<file path="config.mk">
export PLATFORM = sky130hd
export DESIGN_NAME = alu_sequencer
export DESIGN_NICKNAME = d
export VERILOG_FILES = /design/src/rtl/alu_sequencer.sv
export SDC_FILE = /design/constraint.sdc
export NUM_CORES = 1
export LEC_CHECK = 0
export CAP_MARGIN = 20
export CORE_ASPECT_RATIO = 1.2
export CORE_MARGIN = 2
export CORE_UTILIZATION = 43
export CTS_CLUSTER_SIZE = 14
export DETAILED_ROUTE_END_ITERATION = 8
export GPL_TIMING_DRIVEN = 0
export PLACE_DENSITY = 0.83
export SYNTH_ARGS = -nofsm -noshare
export SYNTH_HDL_FRONTEND = slang
export SYNTH_SLANG_ARGS = --single-unit
</file>
<file path="constraint.sdc">
create_clock -name clk -period 2.3 [get_ports clk]
set_input_delay 0.345 -clock clk [delete_from_list [all_inputs] [get_ports clk]]
set_output_delay 0.345 -clock clk [all_outputs]
set_load 0.1 [all_outputs]
</file>
<file path="src/rtl/alu_sequencer.sv">
// Initiator for the alu operation/done protocol: takes one command at a time over
// valid/ready, drives the alu inputs for a single issue cycle and returns the captured result.
module alu_sequencer #(
    parameter int unsigned TIMEOUT_CYCLES = 32,
    parameter logic [3:0]  PARK_OP        = 4'h4,
    parameter logic [15:0] MULTI_MASK     = 16'h800C
) (
    input  logic        clk,
    input  logic        reset,
    input  logic        cmd_valid,
    output logic        cmd_ready,
    input  logic [3:0]  cmd_op,
    input  logic [7:0]  cmd_a,
    input  logic [7:0]  cmd_b,
    output logic        rsp_valid,
    input  logic        rsp_ready,
    output logic [7:0]  rsp_result,
    output logic [7:0]  rsp_flags,
    output logic        rsp_err,
    output logic [3:0]  alu_operation,
    output logic [7:0]  alu_a,
    output logic [7:0]  alu_b,
    input  logic [7:0]  alu_result,
    input  logic [7:0]  alu_flags,
    input  logic        alu_done,
    output logic        busy,
    output logic [15:0] op_count
);

    localparam int unsigned       WCNT_W    = $clog2(TIMEOUT_CYCLES);
    localparam logic [WCNT_W-1:0] WCNT_LAST = WCNT_W'(TIMEOUT_CYCLES - 1);

    typedef enum logic [1:0] {
        S_IDLE,
        S_ISSUE,
        S_WAIT,
        S_RESP
    } state_t;

    state_t            r_state;
    state_t            w_next_state;
    logic              r_multi;
    logic [WCNT_W-1:0] r_wcnt;
    logic              r_rsp_valid;
    logic [7:0]        r_rsp_result;
    logic [7:0]        r_rsp_flags;
    logic              r_rsp_err;
    logic [3:0]        r_alu_op;
    logic [7:0]        r_alu_a;
    logic [7:0]        r_alu_b;
    logic              r_busy;
    logic [15:0]       r_op_count;

    logic              w_cmd_fire;
    logic              w_capture;
    logic              w_timeout;

    assign cmd_ready  = (r_state == S_IDLE) & alu_done;
    assign w_cmd_fire = cmd_valid & cmd_ready;

    always_comb begin
        w_next_state = r_state;
        w_capture    = 1'b0;
        w_timeout    = 1'b0;
        case (r_state)
            S_IDLE:  if (w_cmd_fire) w_next_state = S_ISSUE;
            S_ISSUE: w_next_state = S_WAIT;
            S_WAIT: begin
                // The alu still shows the previous done in the first WAIT cycle, so a
                // multi-cycle op only trusts alu_done from the second cycle onwards.
                if (!r_multi) begin
                    w_capture = 1'b1;
                end else if ((r_wcnt != '0) && alu_done) begin
                    w_capture = 1'b1;
                end
                w_timeout = !w_capture && (r_wcnt == WCNT_LAST);
                if (w_capture || w_timeout) w_next_state = S_RESP;
            end
            S_RESP:  if (rsp_ready) w_next_state = S_IDLE;
            default: w_next_state = S_IDLE;
        endcase
    end

    // NOTE: every register here updates with <= so all of them see the pre-edge
    // state; a blocking assignment would leak a new value into later statements.
    always_ff @(posedge clk) begin
        if (reset) begin
            r_state      <= S_IDLE;
            r_multi      <= 1'b0;
            r_wcnt       <= '0;
            r_rsp_valid  <= 1'b0;
            r_rsp_result <= 8'h00;
            r_rsp_flags  <= 8'h00;
            r_rsp_err    <= 1'b0;
            r_alu_op     <= PARK_OP;
            r_alu_a      <= 8'h00;
            r_alu_b      <= 8'h00;
            r_busy       <= 1'b0;
            r_op_count   <= 16'h0000;
        end else begin
            r_state <= w_next_state;
            r_busy  <= (w_next_state != S_IDLE);
            case (r_state)
                S_IDLE: begin
                    if (w_cmd_fire) begin
                        r_alu_op <= cmd_op;
                        r_alu_a  <= cmd_a;
                        r_alu_b  <= cmd_b;
                        r_multi  <= MULTI_MASK[cmd_op];
                    end
                end
                S_ISSUE: begin
                    r_alu_op <= PARK_OP;
                    r_alu_a  <= 8'h00;
                    r_alu_b  <= 8'h00;
                    r_wcnt   <= '0;
                end
                S_WAIT: begin
                    r_wcnt <= r_wcnt + 1'b1;
                    if (w_capture) begin
                        r_rsp_result <= alu_result;
                        r_rsp_flags  <= alu_flags;
                        r_rsp_err    <= 1'b0;
                        r_rsp_valid  <= 1'b1;
                    end else if (w_timeout) begin
                        r_rsp_result <= 8'h00;
                        r_rsp_flags  <= 8'h00;
                        r_rsp_err    <= 1'b1;
                        r_rsp_valid  <= 1'b1;
                    end
                end
                S_RESP: begin
                    if (rsp_ready) begin
                        r_rsp_valid <= 1'b0;
                        r_op_count  <= r_op_count + 1'b1;
                    end
                end
                default: ;
            endcase
        end
    end

    assign rsp_valid     = r_rsp_valid;
    assign rsp_result    = r_rsp_result;
    assign rsp_flags     = r_rsp_flags;
    assign rsp_err       = r_rsp_err;
    assign alu_operation = r_alu_op;
    assign alu_a         = r_alu_a;
    assign alu_b         = r_alu_b;
    assign busy          = r_busy;
    assign op_count      = r_op_count;

endmodule

</file>
==> metrics.md <==
| Metric | Value |
|---|---|
| Largest net degree at the start of global routing | `11` |
| Clk_lat worst skew | `0.33 ns` |
| Final Setup Violations | `0` |
| Initial DRC count | `117` |
| Syn Area/Cell | `9.665 um^2` |
| CP top delay family | `buffers and inverters` |
| Synth top area share | `50.58%` |
| Initial Util | `44.29%` |
| Critical path buffers and inverters | `1` |
| Syn-to-layout area delta | `50.13%` |
| Slew HR | `33.39%` |
| Top cells by area, synth | `dfxtp_1 (51%), a22oi_1 (6.0%), nor2_1 (5.3%)` |
| Min Hold Slack | `0.4735 ns` |
| Crit share post-route | `98.00%` |
| Final-layout fill cell count | `452` |
| Longest Clk Path Bufs | `2` |
| Slowest cell on crit path | `clkdlybuf4s50_1` |
| Final period demand of the worst path | `2.254 ns` |
| Leak Pwr | `1.446 nW` |
| Worst clock skew | `0.003849 ns` |
| Worst setup EP type | `output port` |
| Core area | `5630 um^2` |
| Routed Antenna Nets | `0` |
| Finished Layout Cells | `432` |
| Cell at the root of the clock tree | `clkbuf_8` |
| Power share of the combinational group | `18.0%` |
| Via Count | `2317` |
| Syn Nets | `307` |
| Detailed-route DRC error count | `0` |
| Std cell rows | `30` |
| Final Max Tran Viols | `0` |
| First-pass GRT wire length | `9.742 mm` |
| Hold Path Class | `flop to flop` |
| Largest area contributor in the netlist | `dfxtp_1` |
| IO buf count | `96` |
| Clk network pwr share | `35.7%` |
| DP Wirelength | `4.340 mm` |
| Netlist cell types | `37` |
| Seq/Total Area, Yosys | `50.58%` |
| Worst-path clk slew | `0.06 ns` |
| Worst EP required | `1.96 ns` |
| Cts hold-fix bufs | `0` |
| Share of cells above drive strength 1 | `8.424%` |
| Placed cell count | `418` |
| Status | `finished, final reports clean` |
| Dpl cell area | `3535 um^2` |
| Final WL | `5.933 mm` |
| Least-Margin Pin Slew | `0.9961 ns` |
| Fmax achieved | `443.6 MHz` |
| Tot Pwr | `0.002448 W` |
| Post-Synthesis Cells | `258` |
| Routed len/inst | `13.73 um` |
| Power Dens Cells | `654.0 nW/um^2` |
| GR Overflow Total | `0` |
| CTS tree | `done` |
| RSZ-0062 raised after global routing | `no` |
| Crit path kind | `flop to output port` |
| Internal power | `0.001763 W` |
| CP Launch Type | `flop` |
| Die area | `6427 um^2` |
| Switching share of total power | `27.98%` |
| Initial antenna violation count | `0` |
| Synth Warn # | `0` |
| Number of global-route vias before repair | `2195` |
| Max cap viols | `0` |
| CTS Sinks | `63` |
| Max VDD drop | `0.4377 mV` |
| NetSw | `0.0006849 W` |
| Die X | `73.52 um` |
| Final instance area | `3744 um^2` |
| Final #Nets | `414` |
| Seq pwr share | `46.4%` |
| Final Hold Vio Count | `0` |
| # IOs | `97` |
| Worst-path cell chain | `clkdlybuf4s50_1` |
| Setup TNS | `0 ns` |
| Slowest Stage Delay on Critical Path | `1.17 ns` |
| CP arrival | `1.91 ns` |
| CP Max Fanout | `5` |
| Seq cells post-synth | `63` |
| H-tree lvl count | `3` |
| Routability congestion estimate | `0.7971` |
| DR vias/cell | `5.363` |
| Syn Std Cell Area | `2494 um^2` |
| Die Y | `87.42 um` |
| Total GRT Usage | `19.40%` |
| Post-CTS setup buffers | `0` |
| CTS Buf Count | `9` |
| 1st-pass router iterations | `4` |
| Diodes inserted | `0` |
## routing by layer
layer / track usage (%) / wire length [um] / part of all wire [%]
met1: 24.12 / 2610 / 44
met2: 30.52 / 2766 / 47
met4: 9.917 / 78 / 1.3
met3: 5.208 / 478 / 8.1
met5: 0 / 0 / 0
## final cells by class
| cell class | count | area, um^2 | share of cell area (%) |
|---|---|---|---|
| repair buffers | 96 | 972.2 | 25.97 |
| inverters | 7 | 26.28 | 0.7019 |
| clock buffers | 14 | 182.7 | 4.880 |
| well taps | 64 | 80.08 | 2.139 |
| multi-input cells | 176 | 1169 | 31.22 |
| plain buffers | 12 | 52.55 | 1.404 |
| flip-flops and latches | 63 | 1261 | 33.69 |
## worst paths after layout
| check | start | endpoint | slack [ns] | cells after the start |
|---|---|---|---|---|
| max reg2reg | r_wcnt[0]$_SDFFE_PP0P_ | rsp_flags[5]$_SDFFE_PP0P_ | 0.27 | 7 |
| min | rsp_result[0]$_SDFFE_PP0P_ | rsp_result[0]$_SDFFE_PP0P_ | 0.47 | 1 |
| min reg2reg | rsp_result[0]$_SDFFE_PP0P_ | rsp_result[0]$_SDFFE_PP0P_ | 0.47 | 1 |
| max | op_count[7]$_SDFFE_PP0P_ | op_count[7] | 0.05 | 1 |
## kinds of logic (layout without fill, tap and decap cells)
logic type	after synthesis	after routing	share of synthesized area [%]
fa+ha+maj	8	8	4.014
xor+xnor	11	11	3.864
buf+inv	19	129	3.161
simple gates	88	88	17.61
compound gates	69	69	20.77
flops	63	63	50.58
## timing repair
item | 4_1_cts | 5_1_grt
pin swaps | 0 | 0
gates resized for setup | 6 | 7
endpoints found under the setup margin | 13 | 24
## cells in the final DEF (no fill, tap or decap), types with 2 or more instances in the layout
cell	instances
inv_1	7
nand2_1	10
xnor2_1	3
dfxtp_1	63
or3_1	2
nor3_1	2
dlymetal6s2s_1	5
a22oi_1	20
or4_1	2
a21oi_1	14
dlygate4sd2_1	2
a211oi_1	2
nand2b_1	4
clkdlybuf4s50_1	88
nor2b_1	2
clkbuf_1	12
nand4_1	7
o31ai_1	2
nor2_1	34
clkbuf_8	13
and3_1	2
and4_1	3
ha_1	8
nand3_1	13
xor2_1	8
nor4_1	2
a22o_1	6
a22o_2	10
o21ai_0	7
## flip-flops by register name, summed over array words and instances (netlist names)
name,cells
r_state,2
alu_a,8
rsp_result,8
rsp_valid,1
r_wcnt,5
op_count,16
rsp_flags,8
rsp_err,1
alu_operation,4
r_multi,1
busy,1
alu_b,8
## stage by stage
stage | setup WS (ns) | utilization (%)
floorplan | 0.01389 | -
global placement | -0.2400 | 62.78
detailed placement | -0.2547 | 62.78
CTS | 0.03361 | 66.09
global route | 0.001291 | 66.49
finish | 0.04592 | 66.49
## synth_stat cells
library cell and n:
and2_1 1, buf_6 1, nand4_1 7, a21oi_1 14, dfxtp_1 63, nand2b_1 4
a22oi_1 20, or4_1 2, a211o_4 1, nor2b_1 2, inv_1 7, o32ai_1 1
o21ai_0 7, a22o_1 6, ha_1 8, o31ai_1 2, nand2_1 10, a211oi_1 3
nor4_1 2, nor2_1 35, nor3_1 2, or4b_4 1, o21bai_1 1, a31oi_1 1
xor2_1 8, xnor2_1 3, a21oi_4 1, o21a_1 1, nor3b_1 1, nand3_1 13
and3_1 2, or3_1 2, clkbuf_1 11, and3_2 1, o31a_1 1, a22o_2 10
and4_1 3
## power by group through the flow
| stage | Combinational [W] | Sequential (W) | Clock [W] |
|---|---|---|---|
| 5_1_grt | 0.000462 | 0.00114 | 0.000950 |
| 2_1_floorplan | 0.000108 | 0.00134 | 0 |
| 3_3_place_gp | 0.000435 | 0.00116 | 0 |
| 4_1_cts | 0.000441 | 0.00113 | 0.000897 |
| 3_5_place_dp | 0.000440 | 0.00116 | 0 |
| 6_report | 0.000440 | 0.00113 | 0.000873 |
No activity file was read; power rests on OpenSTA's default activity.
